File: config.mk
export PLATFORM = sky130hd
export DESIGN_NAME = clock_control
export DESIGN_NICKNAME = d
export VERILOG_FILES = /design/src/rtl/clock_pkg.sv /design/src/rtl/button_debounce.sv /design/src/rtl/clock_control.sv
export SDC_FILE = /design/constraint.sdc
export NUM_CORES = 1
export LEC_CHECK = 0
export ABC_CLOCK_PERIOD_IN_PS = 1900
export CAP_MARGIN = 20
export CORE_ASPECT_RATIO = 1.2
export CORE_MARGIN = 2
export CORE_UTILIZATION = 56
export CTS_BUF_LIST = sky130_fd_sc_hd__clkbuf_8
export CTS_CLUSTER_SIZE = 10
export DETAILED_ROUTE_END_ITERATION = 10
export GPL_TIMING_DRIVEN = 0
export PLACE_DENSITY = 0.78
export SLEW_MARGIN = 10
export SYNTH_ARGS = -nofsm -noshare
export SYNTH_HDL_FRONTEND = slang
export SYNTH_SLANG_ARGS = --single-unit
File: constraint.sdc
create_clock -name i_clk_0_001s -period 1.9 [get_ports i_clk_0_001s]
set_input_delay 0.19 -clock i_clk_0_001s [delete_from_list [all_inputs] [get_ports i_clk_0_001s]]
set_output_delay 0.19 -clock i_clk_0_001s [all_outputs]
set_load 0.01 [all_outputs]
File: src/rtl/clock_pkg.sv
// Shared constants and types for the calendar clock front-end controller.
package clock_pkg;

  localparam int STATE_W = 5;

  // Field codes driven on o_state; every field counter decodes these.
  typedef enum logic [STATE_W-1:0] {
    FIELD_HOUR   = 5'd0,
    FIELD_MINUTE = 5'd1,
    FIELD_SECOND = 5'd2,
    FIELD_DAY    = 5'd3,
    FIELD_MONTH  = 5'd4,
    FIELD_YEAR   = 5'd5
  } field_t;

  // Mode FSM encoding.
  typedef logic [0:0] mode_state_t;
  localparam mode_state_t MODE_IDLE   = 1'b0;
  localparam mode_state_t MODE_MODIFY = 1'b1;

  // Step generator FSM encoding.
  typedef logic [1:0] step_state_t;
  localparam step_state_t S_IDLE  = 2'd0;
  localparam step_state_t S_PULSE = 2'd1;
  localparam step_state_t S_GAP   = 2'd2;

  typedef enum logic {
    DIR_PLUS  = 1'b0,
    DIR_MINUS = 1'b1
  } step_dir_t;

  // Advance the selected field, wrapping back to the first one.
  function automatic logic [STATE_W-1:0] next_field(input logic [STATE_W-1:0] cur,
                                                    input int unsigned num_fields);
    if (cur >= STATE_W'(num_fields - 1)) return FIELD_HOUR;
    return cur + STATE_W'(1);
  endfunction

endpackage

File: src/rtl/button_debounce.sv
// Raw push-button conditioning: two-flop synchronizer, stable-level filter
// and a one-cycle strobe on every accepted press.
module button_debounce #(
  parameter int DEBOUNCE_MS = 20
) (
  input  logic clk_i,
  input  logic rst_i,
  input  logic btn_i,
  output logic level_o,
  output logic press_o
);

  localparam int CNT_W = (DEBOUNCE_MS > 1) ? $clog2(DEBOUNCE_MS + 1) : 1;

  logic             sync1_q, sync2_q;
  logic             level_q, level_d;
  logic             press_q;
  logic [CNT_W-1:0] cnt_q, cnt_d;

  // Bring the asynchronous button into the clock domain.
  // NOTE: sequential state uses non-blocking assignments so every flop samples pre-edge values.
  always_ff @(posedge clk_i or posedge rst_i) begin
    if (rst_i) begin
      sync1_q <= 1'b0;
      sync2_q <= 1'b0;
    end else begin
      sync1_q <= btn_i;
      sync2_q <= sync1_q;
    end
  end

  // Count consecutive cycles the synchronized input disagrees with the accepted level.
  // NOTE: defaults first so every path assigns every output and no latch is inferred.
  always_comb begin
    level_d = level_q;
    cnt_d   = cnt_q;
    if (sync2_q == level_q) begin
      cnt_d = '0;
    end else if (cnt_q == CNT_W'(DEBOUNCE_MS - 1)) begin
      // Counter is cleared on acceptance, so it never passes DEBOUNCE_MS-1.
      level_d = sync2_q;
      cnt_d   = '0;
    end else begin
      cnt_d = cnt_q + 1'b1;
    end
  end

  // Accepted level and the strobe marking its rising edge.
  always_ff @(posedge clk_i or posedge rst_i) begin
    if (rst_i) begin
      level_q <= 1'b0;
      cnt_q   <= '0;
      press_q <= 1'b0;
    end else begin
      level_q <= level_d;
      cnt_q   <= cnt_d;
      press_q <= level_d & ~level_q;
    end
  end

  assign level_o = level_q;
  assign press_o = press_q;

endmodule

File: src/rtl/clock_control.sv
// Front-end controller for the calendar clock counters: 1 s enable square
// wave, modify/field selection and plus/minus step pulses with auto-repeat.
module clock_control
  import clock_pkg::*;
#(
  parameter int DEBOUNCE_MS     = 20,
  parameter int TICK_MS         = 1000,
  parameter int PULSE_MS        = 2,
  parameter int REPEAT_DELAY_MS = 500,
  parameter int REPEAT_RATE_MS  = 100,
  parameter int NUM_FIELDS      = 6
) (
  input  logic               i_clk_0_001s,
  input  logic               i_reset,
  input  logic               i_btn_modify,
  input  logic               i_btn_mode,
  input  logic               i_btn_plus,
  input  logic               i_btn_minus,
  output logic               o_enable_1s,
  output logic [STATE_W-1:0] o_state,
  output logic               o_is_modify,
  output logic               o_plus,
  output logic               o_minus
);

  localparam int BTN_MODIFY = 0;
  localparam int BTN_MODE   = 1;
  localparam int BTN_PLUS   = 2;
  localparam int BTN_MINUS  = 3;

  localparam int TICK_W  = $clog2(TICK_MS);
  localparam int REP_MAX = (REPEAT_DELAY_MS > REPEAT_RATE_MS) ? REPEAT_DELAY_MS : REPEAT_RATE_MS;
  localparam int REP_W   = $clog2(REP_MAX + 1);

  // ---------------- Buttons ----------------
  logic [3:0] btn_raw, btn_lvl, btn_press;
  logic       unused_levels;

  assign btn_raw = {i_btn_minus, i_btn_plus, i_btn_mode, i_btn_modify};

  for (genvar i = 0; i < 4; i++) begin : g_btn
    button_debounce #(.DEBOUNCE_MS(DEBOUNCE_MS)) u_debounce (
      .clk_i  (i_clk_0_001s),
      .rst_i  (i_reset),
      .btn_i  (btn_raw[i]),
      .level_o(btn_lvl[i]),
      .press_o(btn_press[i])
    );
  end

  // Modify and mode act on presses only; their held levels are not needed.
  assign unused_levels = btn_lvl[BTN_MODIFY] ^ btn_lvl[BTN_MODE];

  // ---------------- 1 s tick ----------------
  logic [TICK_W-1:0] tick_q, tick_d;
  logic              enable_q;

  assign tick_d = (tick_q == TICK_W'(TICK_MS - 1)) ? '0 : tick_q + 1'b1;

  // Free-running tick counter; the enable follows the next count so its
  // first falling edge lands TICK_MS/2 cycles after reset release.
  always_ff @(posedge i_clk_0_001s or posedge i_reset) begin
    if (i_reset) begin
      tick_q   <= '0;
      enable_q <= 1'b0;
    end else begin
      tick_q   <= tick_d;
      enable_q <= (tick_d < TICK_W'(TICK_MS / 2));
    end
  end

  // ---------------- Mode FSM ----------------
  mode_state_t        mode_q, mode_d;
  logic [STATE_W-1:0] field_q, field_d;

  // Modify press toggles mode (and wins over a simultaneous mode press);
  // mode press steps the field only while modifying.
  always_comb begin
    mode_d  = mode_q;
    field_d = field_q;
    if (btn_press[BTN_MODIFY]) begin
      if (mode_q == MODE_IDLE) begin
        mode_d  = MODE_MODIFY;
        field_d = FIELD_HOUR;
      end else begin
        mode_d = MODE_IDLE;
      end
    end else if (btn_press[BTN_MODE] && (mode_q == MODE_MODIFY)) begin
      field_d = next_field(field_q, NUM_FIELDS);
    end
  end

  // Mode and field registers.
  always_ff @(posedge i_clk_0_001s or posedge i_reset) begin
    if (i_reset) begin
      mode_q  <= MODE_IDLE;
      field_q <= '0;
    end else begin
      mode_q  <= mode_d;
      field_q <= field_d;
    end
  end

  // ---------------- Step generator ----------------
  step_state_t      step_q, step_d;
  step_dir_t        dir_q, dir_d;
  logic             first_q, first_d;
  logic [REP_W-1:0] rep_q, rep_d, rep_target;
  logic             plus_q, minus_q;
  logic             in_modify, one_held, dir_held, keep_stepping;

  assign in_modify     = (mode_q == MODE_MODIFY);
  assign one_held      = btn_lvl[BTN_PLUS] ^ btn_lvl[BTN_MINUS];
  assign dir_held      = (dir_q == DIR_PLUS) ? btn_lvl[BTN_PLUS] : btn_lvl[BTN_MINUS];
  assign keep_stepping = in_modify && one_held && dir_held;
  // rep_q counts cycles since the last rising edge, so targets are period-1.
  assign rep_target    = first_q ? REP_W'(REPEAT_DELAY_MS - 1) : REP_W'(REPEAT_RATE_MS - 1);

  // Pulse/gap sequencing; a started pulse always runs its full width.
  always_comb begin
    step_d  = step_q;
    dir_d   = dir_q;
    first_d = first_q;
    rep_d   = (rep_q == REP_W'(REP_MAX)) ? rep_q : rep_q + 1'b1;
    case (step_q)
      S_IDLE: begin
        rep_d = '0;
        if (in_modify && one_held && (btn_press[BTN_PLUS] || btn_press[BTN_MINUS])) begin
          step_d  = S_PULSE;
          dir_d   = btn_lvl[BTN_PLUS] ? DIR_PLUS : DIR_MINUS;
          first_d = 1'b1;
        end
      end
      S_PULSE: begin
        if (rep_q == REP_W'(PULSE_MS - 1)) step_d = S_GAP;
      end
      S_GAP: begin
        if (!keep_stepping) begin
          step_d = S_IDLE;
        end else if (rep_q == rep_target) begin
          step_d  = S_PULSE;
          first_d = 1'b0;
          rep_d   = '0;
        end
      end
      default: step_d = S_IDLE;
    endcase
  end

  // Step state and registered pulse outputs (glitch-free for edge-detecting consumers).
  always_ff @(posedge i_clk_0_001s or posedge i_reset) begin
    if (i_reset) begin
      step_q  <= S_IDLE;
      dir_q   <= DIR_PLUS;
      first_q <= 1'b0;
      rep_q   <= '0;
      plus_q  <= 1'b0;
      minus_q <= 1'b0;
    end else begin
      step_q  <= step_d;
      dir_q   <= dir_d;
      first_q <= first_d;
      rep_q   <= rep_d;
      plus_q  <= (step_d == S_PULSE) && (dir_d == DIR_PLUS);
      minus_q <= (step_d == S_PULSE) && (dir_d == DIR_MINUS);
    end
  end

  assign o_enable_1s = enable_q;
  assign o_state     = field_q;
  assign o_is_modify = (mode_q == MODE_MODIFY);
  assign o_plus      = plus_q;
  assign o_minus     = minus_q;

endmodule

==> summary.txt <==
status = finished, final reports clean
area of the multi-input gates = 0.00124 mm2
Final period util = 93.8%
H-Tree Level Count = 3
Syn Nets = 294
Top-Level Pins = 15
unique cell type count in the Yosys netlist = 39
largest net degree at the start of global routing = 26
Fillers = 429
GP Congestion = 0.836
flop2flop setup slack = 0.12 ns
Routed WL = 4840 um
CP endpoint kind = register
share of cells above drive strength 1 = 10.0%
Max Cap Viol = 0
clock skew = 0.00632 ns
CTS tree = done
setup TNS = 0 ns
pre-CTS WS = 0.142 ns
Register Area = 0.00170 mm2
clock period minus worst slack = 1.78 ns
final hold vios = 0
Simple-Gate Fraction of Synth Area = 20.0%
CP Data Required Time = 2.10 ns
clk slew on worst S/H paths = 0.07 ns
Die Wd = 70.9 um
Hold Path Class = primary input to asynchronous set/reset pin
Tightest Pin Transition = 0.609 ns
nets = 321
drt initial violations = 106
setup slack after layout = 0.119 ns
largest family of logic cells by synthesized area = simple AND/OR/NAND/NOR gates
prevailing post-synth register cell = dfrtp_1
vias in the first global route = 2078
hpwl dp = 3500 um
Synth Cell Area = 0.00301 mm2
Synth Area in Adders = 4.16%
drt pass-1 iters = 4
RSZ-0062 raised after global routing = no
Initial Utilization = 57.6%
DIE AREA = 0.00598 mm2
Seq cells post-synth = 68
DRC errors left = 0
post-synthesis mux area share = 3.24%
Synth warnings = 0
slew margin rel. = 58.8%
Hold WS = 0.259 ns
Post-synth EDFFs = 0
Syn-to-layout area delta = 15.3%
crit path launch type = register
core area = 0.00523 mm2
post-route ant nets = 0
Synth Area in Compound Gates = 5.45%
Diodes inserted = 0
crit path max fanout = 9
DR WL/cell = 13.0 um
Seq/Total Area, Yosys = 56.5%
antenna violations before repair = 0
Final Util = 66.4%
leakage = 1.55 nW
final setup violation count = 0
first-pass GRT wire length = 8870 um
total gr overflow = 0
worst skew pair latency = 0.33 ns
Via Count = 2052
CTS Buf Count = 9
clock root cell = clkbuf_8
clock buffer depth = 2
worst setup path class = register to register
Worst VDD drop = 0.487 mV
Synth Area in XOR/XNOR = 8.44%
I/O Buffers = 14
proportion of synthesized flip-flops having asynchronous set or reset = 100%
Final Max Tran Viols = 0
Post-Syn Instances = 278
Max Fclk = 0.561 GHz
Via density = 5.52
Die Y-Extent = 84.3 um
Tot GR Track Use = 18.7%
Sink Count = 68
Placement Rows = 29
crit path DAT = 1.98 ns
syn_area_per_cell = 10.8 um2
hold buffers post-CTS = 0
PD cells = 776 mW/mm2
## logic make-up after synthesis
kind of cell               after synthesis
AOI/OAI and AO/OA                       25
adders and majority gates               10
buffers and inverters                   16
and+or+nand+nor                        121
DFF                                     68
muxes                                    9
xor gates and xnor gates                29
## synthesized netlist by cell type, drive strengths merged (2+ instances only)
cell	number	area share, %
nor2b	3	0.62
o211ai	2	0.50
nand2	15	1.9
or3	3	0.62
a21oi	5	0.83
nand4	5	1.0
ha	10	4.2
nand3b	2	0.50
and3	5	1.0
mux2	6	2.2
nor3b	5	1.2
xnor2	13	3.8
nor3	4	0.67
or2	2	0.42
a31oi	2	0.42
dfrtp	68	57
clkbuf	5	0.66
and2	4	0.83
o21ai	8	1.5
o2bb2ai	2	0.58
xor2	16	4.7
nor4	4	0.83
a211oi	2	0.67
nand3	20	3.5
nor2	45	5.6
inv	10	1.2
a21o	2	0.50
mux2i	3	1.0
## timing repair
item                       CTS  global route
resized for setup            0             1
setup buffers                0             0
setup endpoints to repair    0             1
## flip-flops by register name (all words and copies together), names as in the netlist
register / cells
first_q: 1
g_btn.u_debounce.sync1_q: 4
o_plus: 1
dir_q: 1
g_btn.u_debounce.cnt_q: 20
g_btn.u_debounce.level_o: 4
o_is_modify: 1
g_btn.u_debounce.press_o: 4
g_btn.u_debounce.sync2_q: 4
o_minus: 1
tick_q: 10
o_enable_1s: 1
step_q: 2
rep_q: 9
o_state: 5
## area by class of cell
class                      count  share of cell area, %
inverter                      10                   1.19
multi-input combinational    194                   35.8
buffer                         6                  0.793
tap                           62                   2.24
timing repair buffer          16                   5.62
sequential                    68                   49.1
clock buffer                   9                   3.57
clock inverter                 7                   1.73
## metrics by stage
step | std cells | power, W | cell area [um2]
after floorplan | 278 | 0.00158 | 3010
after global placement | 354 | 0.00161 | 3230
after detailed placement | 356 | 0.00163 | 3290
after CTS | 372 | 0.00273 | 3470
after global routing | 372 | 0.00280 | 3470
final | 372 | 0.00269 | 3470
## routing by layer
metal	wire length, um	GRT usage, %
met5	0	0
met4	65	7.72
met3	144	5.52
met2	2370	30.8
met1	2260	23.2
## path summary, 6_finish.rpt
path | start | end | depth (start not counted)
max in group asynchronous | i_reset | g_btn[2].u_debounce.cnt_q[3] | 3
min in group i_clk_0_001s | i_btn_plus | g_btn[2].u_debounce.sync1_q | 1
worst max-delay path | rep_q[0] | rep_q[2] | 5
worst max register to register | rep_q[0] | rep_q[2] | 5
worst min-delay path | i_reset | g_btn[2].u_debounce.sync2_q | 2
worst min register to register | g_btn[1].u_debounce.sync1_q | g_btn[1].u_debounce.sync2_q | 0
## cell usage in the layout, fill, tap and decap left out, drive strengths merged, types with 2 or more instances in the layout
cell / instances
ha: 10
a21oi: 5
nor2: 45
clkinvlp: 2
o2bb2ai: 2
a211oi: 2
or2: 2
a21o: 2
xnor2: 13
mux2i: 3
buf: 3
or3: 3
xor2: 16
nand2: 15
nor3: 4
clkinv: 3
nor2b: 3
o21ai: 8
nor3b: 5
a31oi: 2
and3: 5
o211ai: 2
dfrtp: 68
inv: 11
nor4: 4
clkdlybuf4s50: 14
nand3b: 2
clkbuf: 14
nand4: 5
nand3: 20
and2: 4
mux2: 6
## critical path, cell delays in order (launching register included)
cell	delay (ns)
dfrtp_1	0.40
ha_1	0.22
nor4b_1	0.53
nand3_2	0.19
o21ai_2	0.20
nor3_1	0.11
## power by group
group          switching (W)  internal [W]
clock network       0.000506      0.000589
registers          0.0000218       0.00148
logic              0.0000536     0.0000454
total               0.000581       0.00211
No activity file was read; power rests on OpenSTA's default activity.
